## src/rtl/input_port_buffer.sv

```systemverilog
// Per-input-port flit FIFO with route-header generation and U-turn discard.
// Optional macro INPUT_PORT_STATS_EN adds saturating forward/drop counters.
module input_port_buffer #(
    parameter int flitWidth         = 12,
    parameter int flitWidthModified = 14,
    parameter int headerWidth       = 4,
    parameter int DEPTH             = 4,
    parameter int PORT_ID           = 0
) (
    input  logic                         clk,
    input  logic                         rst_n,
    input  logic [flitWidth-1:0]         in_flit,
    input  logic                         in_valid,
    output logic                         in_ready,
    input  logic                         portBlock,
    output logic [flitWidthModified-1:0] outData,
    output logic                         empty,
    output logic                         drop_pulse
`ifdef INPUT_PORT_STATS_EN
    ,
    output logic [7:0]                   fwd_count,
    output logic [7:0]                   drop_count
`endif
);

    localparam int AW       = (DEPTH > 1) ? $clog2(DEPTH) : 1;
    localparam int DEST_LSB = flitWidth - headerWidth;
    localparam logic [1:0] PID = 2'(PORT_ID);

    // Handshake: a flit transfers on a rising edge where in_valid && in_ready;
    // in_ready depends only on occupancy, never on the same-cycle pop.
    logic [flitWidth-1:0] r_mem [DEPTH];
    logic [AW-1:0]        r_wr_ptr;
    logic [AW-1:0]        r_rd_ptr;
    logic [AW:0]          r_count;

    logic                 w_empty;
    logic                 w_full;
    logic [flitWidth-1:0] w_head;
    logic [1:0]           w_route;
    logic                 w_uturn;
    logic                 w_fwd;
    logic                 w_pop;
    logic                 w_push;

    assign w_empty = (r_count == '0);
    assign w_full  = (r_count == (AW+1)'(DEPTH));
    assign w_head  = r_mem[r_rd_ptr];
    // Route is the top two bits of the destination field.
    assign w_route = w_head[DEST_LSB + headerWidth - 1 -: 2];
    assign w_uturn = !w_empty && (w_route == PID);
    assign w_fwd   = !w_empty && !portBlock && !w_uturn;
    assign w_pop   = w_fwd || w_uturn;
    assign w_push  = in_valid && !w_full;

    assign in_ready   = !w_full;
    assign empty      = w_empty;
    assign drop_pulse = w_uturn;
    // Idle lane carries its own port id so no output arbiter ever matches it.
    assign outData    = (w_empty || w_uturn) ? {PID, {flitWidth{1'b0}}}
                                             : {w_route, w_head};

    always_ff @(posedge clk) begin
        if (rst_n && w_push) begin
            r_mem[r_wr_ptr] <= in_flit;
        end
    end

    always_ff @(posedge clk) begin
        if (!rst_n) begin
            r_wr_ptr <= '0;
            r_rd_ptr <= '0;
            r_count  <= '0;
        end else begin
            if (w_push) begin
                r_wr_ptr <= r_wr_ptr + AW'(1);
            end
            if (w_pop) begin
                r_rd_ptr <= r_rd_ptr + AW'(1);
            end
            case ({w_push, w_pop})
                2'b10:   r_count <= r_count + (AW+1)'(1);
                2'b01:   r_count <= r_count - (AW+1)'(1);
                default: r_count <= r_count;
            endcase
        end
    end

`ifdef INPUT_PORT_STATS_EN
    logic [7:0] r_fwd_count;
    logic [7:0] r_drop_count;

    always_ff @(posedge clk) begin
        if (!rst_n) begin
            r_fwd_count  <= '0;
            r_drop_count <= '0;
        end else begin
            if (w_fwd && (r_fwd_count != 8'hFF)) begin
                r_fwd_count <= r_fwd_count + 8'd1;
            end
            if (w_uturn && (r_drop_count != 8'hFF)) begin
                r_drop_count <= r_drop_count + 8'd1;
            end
        end
    end

    assign fwd_count  = r_fwd_count;
    assign drop_count = r_drop_count;
`endif

endmodule

```

## config.mk

```make
export PLATFORM = sky130hd
export DESIGN_NAME = input_port_buffer
export DESIGN_NICKNAME = d
export VERILOG_FILES = /design/src/rtl/input_port_buffer.sv
export SDC_FILE = /design/constraint.sdc
export NUM_CORES = 1
export LEC_CHECK = 0
export ABC_AREA = 1
export BUFFER_PORTS_ARGS = -buffer_cell sky130_fd_sc_hd__buf_2
export CAP_MARGIN = 5
export CORE_AREA = 2 2 76 78
export DETAILED_ROUTE_END_ITERATION = 8
export DIE_AREA = 0 0 78 80
export SETUP_SLACK_MARGIN = 0.5
export SLEW_MARGIN = 10
export SYNTH_ARGS = -nofsm -noshare
export SYNTH_HDL_FRONTEND = slang
export SYNTH_SLANG_ARGS = --single-unit
export TNS_END_PERCENT = 100
```

## constraint.sdc

```tcl
create_clock -name clk -period 3.6 [get_ports clk]
set_clock_uncertainty 0.15 [all_clocks]
set_input_delay 0.18 -clock clk [delete_from_list [all_inputs] [get_ports clk]]
set_output_delay 0.18 -clock clk [all_outputs]
set_load 0.01 [all_outputs]
```

# ---- Word-level counts from Yosys, hierarchy flattened
# Memory sizes are Yosys's and may differ from the RTL's. A register that Yosys moved wholly into a read port is not among the register bits.
# Cells that the tools add are included.
dict set report classes {
  n_addsub 4
  n_eq_ne 3
  muxes 6
  reduce_logical 14
}
# cell count
set op_table {}
lappend op_table {{$mux 14} 1}
lappend op_table {{$pmux 3 s2} 1}
lappend op_table {{$logic_and 1x1->1} 5}
lappend op_table {{$add 2x1->2 const B} 2}
lappend op_table {{$logic_not 1->1} 4}
lappend op_table {{$mux 2} 2}
lappend op_table {{$add 3x1->3 const B} 1}
lappend op_table {{$eq 3x3->1 const B} 1}
lappend op_table {{$logic_not 3->1} 1}
lappend op_table {{$sub 3x1->3 const B} 1}
lappend op_table {{$eq 2x1->1 const B} 1}
lappend op_table {{$eq 2x2->1 const B} 1}
lappend op_table {{$logic_not 2->1} 1}
lappend op_table {{$logic_or 1x1->1} 2}
lappend op_table {{$mux 1} 2}
lappend op_table {{$reduce_bool 2->1} 1}
dict set report totals {
  register_bits 7
  ramBits 48
  input_bits 16
  out_inout_bits 17
  wordCells 31
  mem_count 1
}
# name words width rd rd_clocked_by_memory_dff write_ports line
set memory_table {}
lappend memory_table {r_mem 4 12 1 1 1 32} ;# logic [flitWidth-1:0] r_mem [DEPTH];

# ---- Longest topological paths before layout
dict set report logic_depth {
  depth_word 8
  mapped_depth 14
  ltp_nobuf 13
}

# ---- Least setup slack after synthesis
# Ideal clock, no wire load.
dict set report synth_path {
  kind {register to register}
  start {reg (tool-made name)}
  end {reg r_count[2]}
  setup_ns 0.122
  arrival_time_ns 1.853
  required_ns 3.328
  path_slack_ns 1.474
  path_stages_with_launch 15
  n_path_buf 1
  synth_period_minus_slack_ns 2.126
  cell_sequence {dfxtp_1 buf_6 inv_4 nand2_1 nand3_1 nand2_2 nand2_4 o21bai_2 ha_1 inv_1 fa_1 a21oi_1 o21ai_0 o21ai_0 a21oi_1}
}
# item line
set synth_rtl {}
lappend synth_rtl {{end signal, assigned} 82} ;# 2'b10: r_count <= r_count + (AW+1)'(1);
lappend synth_rtl {{end signal, assigned} 83} ;# 2'b01: r_count <= r_count - (AW+1)'(1);
lappend synth_rtl {{end signal, assigned} 84} ;# default: r_count <= r_count;
lappend synth_rtl {{end, declared} 35} ;# logic [AW:0] r_count;

==> run metrics <==
maximum buffer depth of the clock tree=2; CTS buffer count=9; CP arrival=2.49 ns; Fin. Hold Viols=0; TritonRoute pass-1 iters=4; Area Growth Syn to Fin=25.2%; clock tree root driver cell=clkbuf_8; Sw Share=34.0%; Post-Route Setup TNS=0 ns; min setup slack post-route=1.17 ns; Cell variety after synth=20; Worst-Skew Late Latency=0.32 ns; Worst-path clk slew=0.06 ns; crit start category=register; initial antenna violation count=0; Post-Synthesis Cells=209; die width=78 um; core area=5410 um2; Worst EP required=3.66 ns; Yosys reg bits=57; drt initial violations=132; row count=27; TritonCTS Sinks=57; via count=1619; final hold slack=0.0173 ns; ant diodes=0; vias in the first global route=1608; CTS HTree Levels=3; LEAKAGE=1.16 nW; drt drc=0; Pwr Density=775 nW/um2; first-pass GRT wire length=7500 um; Synth Warn #=0; Mapped Nets=231; DR vias/cell=4.79; Final Critical Period=2.43 ns; die area=6240 um2; initial core utilization=43.9%; Crit Path Class=register to register; reg2reg path depth=12; RSZ-0062 raised after global routing=no; all-layer global routing usage=16.4%; Post-DP Area=2620 um2; Seq pwr share=35.6%; DR WL/cell=13.3 um; Routed Antenna Nets=0; fin crit share=67.6%; max-slew violation count=0; top cells by area, synth=edfxtp_1 61%, nor2_1 8.2%, dfxtp_1 7.6%; clock power share=30.5%; Slew HR=72.9%; syn_area_per_cell=11.4 um2; fin area=2970 um2; internal power=1.52 mW; Slew @ Worst Pin=0.406 ns; ratio of cells with drive above 1 in the final layout=22.9%; endpoint class of the critical path=register; Synth area leader=edfxtp_1; Worst Hold Class=input port to register; nets@finish=283; port buffer count=32; Seq/Total Area, Yosys=68.3%; gr ovfl total=0; I/O pin cnt=33; Placer Congestion=0.759; Post-Place Setup Slack=1.14 ns; peak supply drop=392 uV; Mapped Area=2370 um2; Gate power share=33.9%; Hold Path Stages=3; largest net degree at the start of global routing=25; HPWL Detailed=2890 um; largest fanout on the critical path=12; detailed-route wire length=4490 um; Die Y-Extent=80 um; Finish-stage setup viols=0; outcome=complete, no violations; Achievable Freq=411 MHz; Max Cap Viol=0; Psw=0.783 mW; CTS tree=done; top cell type's share of synthesized area=60.7%
-- sequential cells by signal, indices dropped and copies added (netlist names), named ones only --
register,flops
r_count,3
r_mem,48
r_rd_ptr,2
r_wr_ptr,2
-- power groups by stage --
| stage | Sequential, mW | Combinational, mW | Clock [mW] |
|---|---|---|---|
| floorplan | 0.825 | 0.560 | 0 |
| global placement | 0.832 | 0.777 | 0 |
| detailed placement | 0.833 | 0.787 | 0 |
| CTS | 0.820 | 0.798 | 0.716 |
| global route | 0.828 | 0.891 | 0.738 |
| finish | 0.819 | 0.780 | 0.703 |
-- cell type report --
cell class | count | area, um2
well taps | 72 | 90.1
clock inverters | 6 | 106
multi-input cells | 128 | 643
fillers | 485 | 2430
clock buffers | 10 | 128
inverters | 15 | 58.8
flip-flops and latches | 57 | 1620
repair buffers | 50 | 325
-- critical path, stage by stage, from the launching register on --
cell      delay, ns
dfxtp_1        0.31
inv_1          0.31
nand3_1        0.15
nand2_2        0.12
nand2_4        0.07
o21bai_2       0.15
ha_1           0.16
inv_1          0.06
fa_1           0.37
a21oi_1        0.14
o21ai_0        0.12
o21ai_0        0.16
a21oi_1        0.05
-- per-stage QoR --
| stage | instances | total power, mW | util [%] |
|---|---|---|---|
| after global placement | 310 | 1.61 | 48.4 |
| after floorplan | 209 | 1.39 | - |
| after CTS | 338 | 2.33 | 55.0 |
| after detailed placement | 310 | 1.62 | 48.4 |
| final | 338 | 2.30 | 55.0 |
| after global routing | 338 | 2.46 | 55.0 |
-- worst paths after layout --
path / slack (ns) / end / startpoint
min reg2reg: 0.35 / r_rd_ptr[0] / r_rd_ptr[0]
min: 0.02 / r_count[1] / rst_n
max: 1.17 / r_count[2] / register
max reg2reg: 1.17 / r_count[2] / register
-- layout by cell type (no fill, tap or decap) --
master         Yosys  routed
nor2_1            52      52
edfxtp_1          48      48
buf_2              2      32
o21ai_0           26      26
a21oi_1           17      17
inv_1             14      14
nand2_1           12      12
dlygate4sd3_1      0      12
dfxtp_1            9       9
clkbuf_8           0       9
nand3_1            7       7
buf_4              2       6
ha_1               5       5
nand2_2            4       4
bufinv_16          0       3
nor3_4             1       1
inv_4              1       1
nand2_4            1       1
o21bai_2           1       1
nor2_2             1       1
fa_1               1       1
clkinvlp_4         0       1
clkinv_2           0       1
clkbuf_1           4       1
clkinv_1           0       1
-- cell usage after synthesis --
master,n
a21oi_1,17
buf_2,2
buf_4,2
buf_6,1
clkbuf_1,4
dfxtp_1,9
edfxtp_1,48
fa_1,1
ha_1,5
inv_1,14
inv_4,1
nand2_1,12
nand2_2,4
nand2_4,1
nand3_1,7
nor2_1,52
nor2_2,1
nor3_4,1
o21ai_0,26
o21bai_2,1
-- what timing repair did --
| item | CTS | global route |
|---|---|---|
| hold buffers | 12 | 0 |
| hold endpoints to repair | 48 | 0 |
| resized for setup | 0 | 0 |
| setup buffers | 0 | 0 |
-- routing by layer --
| metal | vias to the layer above | wire length (um) | track usage (%) |
|---|---|---|---|
| met3 | 6 | 113 | 3.39 |
| met5 | - | 0 | 0 |
| met1 | 770 | 2110 | 21.0 |
| met4 | 0 | 77 | 10.2 |
| met2 | 27 | 2190 | 25.6 |
| li1 | 816 | - | - |
-- cell families (layout without fill, tap and decap cells) --
logic type	after synthesis	in the layout	synth area share, %
compound gates	44	44	9.54
buf+inv	24	81	4.64
fa+ha+maj	6	6	3.48
flops	57	57	68.3
simple gates	78	78	14.1
Power figures use the tool's default switching activity.
